===== config.mk =====
export PLATFORM = sky130hd
export DESIGN_NAME = cache_mem_arbiter
export DESIGN_NICKNAME = d
export VERILOG_FILES = /design/src/rtl/cache_mem_arbiter.sv
export SDC_FILE = /design/constraint.sdc
export NUM_CORES = 1
export LEC_CHECK = 0
export CORE_AREA = 2 2 314 316
export CTS_BUF_LIST = sky130_fd_sc_hd__clkbuf_2
export DETAILED_ROUTE_END_ITERATION = 16
export DIE_AREA = 0 0 316 318
export PLACE_DENSITY_LB_ADDON = 0.3
export SLEW_MARGIN = 30
export SYNTH_ARGS = -nofsm -noshare
export SYNTH_HDL_FRONTEND = slang
export SYNTH_SLANG_ARGS = --single-unit

===== constraint.sdc =====
create_clock -name clk -period 8.4 [get_ports clk]
set_clock_uncertainty 0.15 [all_clocks]
set_input_delay 0.84 -clock clk [delete_from_list [all_inputs] [get_ports clk]]
set_output_delay 0.84 -clock clk [all_outputs]
set_load 0.005 [all_outputs]

===== src/rtl/cache_mem_arbiter.sv =====
// cache_mem_arbiter: shares one line-wide memory port between ICache refills
// and DCache refills/write-backs. Reads go DCache-first, with a streak limit
// so a waiting ICache is not starved. Write-backs run on their own FSM, and a
// DCache read aimed at the line being written back waits for that write.
module cache_mem_arbiter #(
  parameter int LINE_W       = 128,
  parameter int STARVE_LIMIT = 4
) (
  input  logic              clk,
  input  logic              rst,
  input  logic              i_rd_req,
  input  logic [31:0]       i_rd_addr,
  output logic              i_rd_rdy,
  output logic              i_ret_valid,
  output logic [LINE_W-1:0] i_ret_data,
  input  logic              d_rd_req,
  input  logic [31:0]       d_rd_addr,
  output logic              d_rd_rdy,
  output logic              d_ret_valid,
  output logic [LINE_W-1:0] d_ret_data,
  input  logic              d_wr_req,
  input  logic [31:0]       d_wr_addr,
  input  logic [LINE_W-1:0] d_wr_data,
  output logic              d_wr_rdy,
  output logic              d_wr_valid,
  output logic              m_rd_req,
  output logic [31:0]       m_rd_addr,
  input  logic              m_rd_rdy,
  input  logic              m_ret_valid,
  input  logic [LINE_W-1:0] m_ret_data,
  output logic              m_wr_req,
  output logic [31:0]       m_wr_addr,
  output logic [LINE_W-1:0] m_wr_data,
  input  logic              m_wr_rdy,
  input  logic              m_wr_valid
);
  typedef enum logic [1:0] {R_IDLE, R_REQ, R_WAIT} r_state_e;
  typedef enum logic [1:0] {W_IDLE, W_REQ, W_WAIT} w_state_e;

  localparam logic [3:0] LIMIT = 4'(STARVE_LIMIT);

  r_state_e          r_state_q, r_state_d;
  logic              owner_q, owner_d;        // 1 = DCache owns the read
  logic [3:0]        streak_q, streak_d;
  logic [31:0]       rd_addr_q, rd_addr_d;
  w_state_e          w_state_q, w_state_d;
  logic [31:0]       wr_addr_q, wr_addr_d;
  logic [LINE_W-1:0] wr_data_q, wr_data_d;

  logic wr_busy, d_elig, i_win;

  // A DCache read of the line currently being written back must not overtake it
  assign wr_busy = (w_state_q != W_IDLE);
  assign d_elig  = d_rd_req && !(wr_busy && (d_rd_addr[31:4] == wr_addr_q[31:4]));
  assign i_win   = i_rd_req && (!d_elig || (streak_q == LIMIT));

  // Read FSM next state: grant, address latch and starvation streak
  always_comb begin
    r_state_d = r_state_q;
    owner_d   = owner_q;
    streak_d  = streak_q;
    rd_addr_d = rd_addr_q;
    case (r_state_q)
      R_IDLE: begin
        if (i_win) begin
          owner_d   = 1'b0;
          rd_addr_d = i_rd_addr;
          streak_d  = 4'd0;
          r_state_d = R_REQ;
        end else if (d_elig) begin
          owner_d   = 1'b1;
          rd_addr_d = d_rd_addr;
          if (!i_rd_req)              streak_d = 4'd0;
          else if (streak_q != LIMIT) streak_d = streak_q + 4'd1;
          r_state_d = R_REQ;
        end
      end
      R_REQ:   if (m_rd_rdy)    r_state_d = R_WAIT;
      R_WAIT:  if (m_ret_valid) r_state_d = R_IDLE;
      default: r_state_d = R_IDLE;
    endcase
  end

  // Write-back FSM next state: latch line on request, then request/complete
  always_comb begin
    w_state_d = w_state_q;
    wr_addr_d = wr_addr_q;
    wr_data_d = wr_data_q;
    case (w_state_q)
      W_IDLE: if (d_wr_req) begin
        wr_addr_d = d_wr_addr;
        wr_data_d = d_wr_data;
        w_state_d = W_REQ;
      end
      W_REQ:   if (m_wr_rdy)   w_state_d = W_WAIT;
      W_WAIT:  if (m_wr_valid) w_state_d = W_IDLE;
      default: w_state_d = W_IDLE;
    endcase
  end

  // State registers for both FSMs; reset drops any in-flight transaction
  always_ff @(posedge clk or posedge rst) begin
    if (rst) begin
      r_state_q <= R_IDLE;
      owner_q   <= 1'b0;
      streak_q  <= 4'd0;
      rd_addr_q <= '0;
      w_state_q <= W_IDLE;
      wr_addr_q <= '0;
      wr_data_q <= '0;
    end else begin
      r_state_q <= r_state_d;
      owner_q   <= owner_d;
      streak_q  <= streak_d;
      rd_addr_q <= rd_addr_d;
      w_state_q <= w_state_d;
      wr_addr_q <= wr_addr_d;
      wr_data_q <= wr_data_d;
    end
  end

  // Handshake pulses are decoded from registered state plus the bridge inputs
  always_comb begin
    m_rd_req    = (r_state_q == R_REQ);
    m_rd_addr   = rd_addr_q;
    i_rd_rdy    = m_rd_req && m_rd_rdy && !owner_q;
    d_rd_rdy    = m_rd_req && m_rd_rdy &&  owner_q;
    i_ret_valid = (r_state_q == R_WAIT) && m_ret_valid && !owner_q;
    d_ret_valid = (r_state_q == R_WAIT) && m_ret_valid &&  owner_q;
    // Data is a passthrough, forced to zero while reset is held
    i_ret_data  = rst ? '0 : m_ret_data;
    d_ret_data  = rst ? '0 : m_ret_data;
    m_wr_req    = (w_state_q == W_REQ);
    m_wr_addr   = wr_addr_q;
    m_wr_data   = wr_data_q;
    d_wr_rdy    = m_wr_req && m_wr_rdy;
    d_wr_valid  = (w_state_q == W_WAIT) && m_wr_valid;
  end
endmodule

==> implementation parameters <==
Parameter                              Value

Timing
  Final Hold Fails ... 0
  F_max ... 247.5 MHz
  Headroom to the max-slew limit ... just over 40%
  Final number of max-transition violations ... 0
  Total setup violations reported at the end of the flow ... 0
  Final critical delay including setup and external delays ... a little over 4 ns
  Fin crit share ... 48.11%
  Setup_tns ... 0 ns
  RSZ-0062 raised after global routing ... no
  Actual transition at the worst max-transition pin ... ~0.90 ns

Clock tree
  Maximum level of the CTS H-tree ... 2
  Clock buffer count from CTS ... 57
  Root Buffer Master ... sky130_fd_sc_hd__clkbuf_2
  Reg clk slew, reported paths ... 0.10 ns
  Skew-Pair Late Insertion Delay ... 1.01 ns
  Post-CTS setup buffer count ... 0
  CTS max path bufs ... 3
  TritonCTS Sinks ... 201
  CTS tree ... yes

Layout
  End-of-flow core utilization ... 19.98%
  Area grow syn2layout ... 93.07%
  Final non-filler cell total ... 2940
  Share of final-layout standard cells stronger than drive strength 1 ... about 16%
  Filler cell count in the final layout ... 10640
  Number of nets in the finished design ... 1960
  Most common cell after layout, fill and taps aside ... sky130_fd_sc_hd__clkdlybuf4s50_1
  Top library cells by usage in the layout, fill and taps aside ... sky130_fd_sc_hd__clkdlybuf4s50_1 (815), sky130_fd_sc_hd__dfrtp_1 (201), sky130_fd_sc_hd__mux2_2 (160)
  Finished layout cell area ... 19460 sq um

Power
  Portion of total power attributed to the clock network ... 15.5%
  Share of total power consumed by net switching ... 35.52%
  Share of total power in sequential cells ... 35.5%
  Worst-case vdd ir drop ... 134.5 uV
  Psw ... between 1.5 and 2 mW
  Internal power of the cells ... 3.151 mW
  Power per standard cell area ... approximately 250 nW/um^2
  Reported leakage power ... about 7.7 nW
  Combinational fraction of design power ... 49.0%

Critical path
  Critical path required time ... roughly 7.4 ns
  Arrival time worst endpoint ... 3.05 ns
  Count of cells along the worst register-to-register path ... 8
  Critical Path End Type ... primary output
  Cell mode on critical path ... sky130_fd_sc_hd__buf_4
  Worst path cell trace ... buf_4 > buf_4 > nor2b_1 > clkdlybuf4s50_1
  Type of origin of the critical path ... input port
  Count of buffer and inverter cells on the critical path ... 3
  Critical-path cell with the highest stage delay ... sky130_fd_sc_hd__clkdlybuf4s50_1
  Kind of cell adding the most delay to the critical path ... buffers and inverters
  Worst r2r src ... m_wr_addr[4]
  Endpoint of the lowest-slack register-to-register path ... m_rd_addr[18]
  Setup slack on the worst flop-to-flop path ... 4.83 ns
  Slowest Stage Delay on Critical Path ... just under 0.8 ns
  Critical path start-end classification ... in2out
  Critical path startpoint ... rst
  Critical path peak fanout ... 78

GRT
  GRT Util Overall ... ~15%
  First-pass GRT wire length ... about 99000 um
  Largest net degree at the start of global routing ... 112
  GR Overflow Total ... 0
  Vias in the first global route ... 10680
  Antenna violations before repair ... 64

Drt
  Final routed DRC violation total ... 0
  First-pass detailed-route iteration total ... 6
  Detailed-route via count ... 9735
  Total wirelength of the detailed-routed design ... 76120 um
  Highest metal layer with signal wires ... met5
  Wirelength per Cell ... 25.89 um
  Number of nets still failing antenna checks after routing ... 0
  Ratio of routed vias to standard cells ... around 3.3
  Met2 wire length ... between 40000 and 50000 um
  Routed length on met3 ... 8556 um
  1st-iter DRT viols ... 393
  Wire length on met1 ... between 20000 and 25000 um

Synth
  Number of synthesized flops with an enable pin ... 0
  Mean instance size in the synthesized netlist ... 11.53 sq um
  Number of cells produced by synthesis ... 874
  Count of different cell masters after synthesis ... 33
  Post-synthesis instance area ... 10080 sq um
  Post-synthesis cell type with the largest combined area ... sky130_fd_sc_hd__dfrtp_1
  Part of the Yosys area used for sequential elements ... ~50%
  Synthesized Nets ... 1237
  Dominant register cell in the synthesized netlist ... sky130_fd_sc_hd__dfrtp_1
  Synth Register Bits ... roughly 200
  Top-area cell type share of the netlist area ... 49.89%
  Synth warn ... 0
  Share of flip-flops with an asynchronous set or reset ... 100.0%
  Synth area leaders ... sky130_fd_sc_hd__dfrtp_1 (50%), sky130_fd_sc_hd__mux2_2 (18%), sky130_fd_sc_hd__buf_4 (9.6%), sky130_fd_sc_hd__nor2b_1 (8.1%), sky130_fd_sc_hd__inv_1 (3.8%)

Place
  Total instance count after detailed placement ... roughly 2800
  Placer's final routability congestion estimate ... 0.8514
  Post-Place Cell Area ... 18820 sq um
  Count of buffers inserted at the top-level ports ... 816
  DP Wirelength ... 65610 um

Die
  Area of the core ... 97410 sq um
  Chip width ... around 320 um
  Number of placement rows ... 115
  Vertical die dimension ... 318 um
  Die Footprint ... 100500 sq um
  Starting utilization of the core area ... around a tenth
  I/O pin cnt ... 817

Status
  Outcome ... finished clean

Job
  Number of max-cap violations ... 0

Min path
  Hold wc startpoint ... i_rd_addr[30]
  Hold-critical path endpoint ... m_rd_addr[30]
  Count of cells along the worst hold path ... 3
  Class of the tightest hold or removal check ... in2reg
## cells in the mapped netlist, types with 2 or more instances
master / instances
sky130_fd_sc_hd__nor3b_1: 2
sky130_fd_sc_hd__nor4_1: 6
sky130_fd_sc_hd__ha_1: 2
sky130_fd_sc_hd__mux2_2: 160
sky130_fd_sc_hd__o21ai_0: 2
sky130_fd_sc_hd__nor3_1: 3
sky130_fd_sc_hd__a22o_1: 2
sky130_fd_sc_hd__inv_1: 103
sky130_fd_sc_hd__nor2b_1: 130
sky130_fd_sc_hd__buf_6: 3
sky130_fd_sc_hd__and2_1: 3
sky130_fd_sc_hd__nand2_1: 6
sky130_fd_sc_hd__dfrtp_1: 201
sky130_fd_sc_hd__nor2_1: 8
sky130_fd_sc_hd__clkbuf_1: 22
sky130_fd_sc_hd__mux2i_1: 2
sky130_fd_sc_hd__a222oi_1: 32
sky130_fd_sc_hd__nand4_1: 2
sky130_fd_sc_hd__a32o_1: 2
sky130_fd_sc_hd__buf_4: 129
sky130_fd_sc_hd__buf_2: 15
sky130_fd_sc_hd__xor2_1: 28
## per-stage QoR
stage	setup WS (ns)	total power, mW	hold WS (ns)
after floorplan	1.731	2.486	0.3104
after global placement	3.824	4.200	0.3303
after detailed placement	4.254	4.228	0.3443
after CTS	4.419	5.076	0.01221
after global routing	4.244	5.240	0.09355
final	4.359	4.887	0.2613
## how the worst max path moves through the flow
| stage | end | depth (start not counted) | slack [ns] |
|---|---|---|---|
| 2_1_floorplan | m_rd_addr[0] | 2 | 1.73 |
| 3_3_place_gp | m_rd_addr[19] | 7 | 3.82 |
| 3_5_place_dp | m_rd_addr[15] | 8 | 4.25 |
| 4_1_cts | i_ret_data[80] | 4 | 4.42 |
| 5_1_grt | i_ret_data[80] | 4 | 4.24 |
| 6_report | i_ret_data[73] | 4 | 4.36 |
## routing by layer
metal,GRT usage (%),up-vias
met2,28.76,618
met4,6.130,44
met3,6.984,185
li1,-,4252
met5,0,-
met1,12.18,4636
## worst min-delay path: cells and delay by family
| family | cells | cell delay, ns |
|---|---|---|
| buffers and inverters | 2 | 0.45 |
| AOI/OAI and AO/OA | 1 | 0.07 |
## power groups by stage
stage	Combinational, mW	Clock [mW]	Sequential [mW]
6_report	2.39	0.758	1.74
4_1_cts	2.49	0.836	1.75
3_3_place_gp	2.45	0	1.75
2_1_floorplan	0.768	0	1.72
5_1_grt	2.57	0.869	1.80
3_5_place_dp	2.47	0	1.76
## area by class of cell
| cell class | instances | area [sq um] | share of cell area, % |
|---|---|---|---|
| sequential | 201 | 5030 | 25.84 |
| clock buffer | 82 | 410.4 | 2.109 |
| timing repair buffer | 833 | 8335 | 42.83 |
| clock inverter | 18 | 101.3 | 0.5207 |
| multi-input combinational | 401 | 3545 | 18.21 |
| tap | 1287 | 1610 | 8.273 |
| antenna | 15 | 37.54 | 0.1929 |
| inverter | 103 | 394.1 | 2.025 |
## sequential cells by signal, summed over array words and instances, names as in the netlist
| register | cells |
|---|---|
| m_rd_addr | 32 |
| m_wr_addr | 32 |
| m_wr_data | 128 |
| owner_q | 1 |
| r_state_q | 2 |
| streak_q | 4 |
| w_state_q | 2 |
## kinds of logic (layout without fill, tap and decap cells)
kind of cell    Yosys count  count (layout)  synth area share (%)
compound gates           44              44                 4.133
xor+xnor                 28              28                 2.433
fa+ha+maj                 2               2                0.2482
buf+inv                 272            1036                 15.34
flops                   201             201                 49.89
mux                     162             162                 18.07
other cells               0              15                     0
simple gates            165             165                 9.880
## what timing repair did
item                       in CTS  in global routing
setup endpoints to repair       0                  0
hold buffers                    9                  0
hold endpoints to repair        8                  0
gates resized for setup         0                  0
Note: power is estimated with default switching activity, not from simulation.
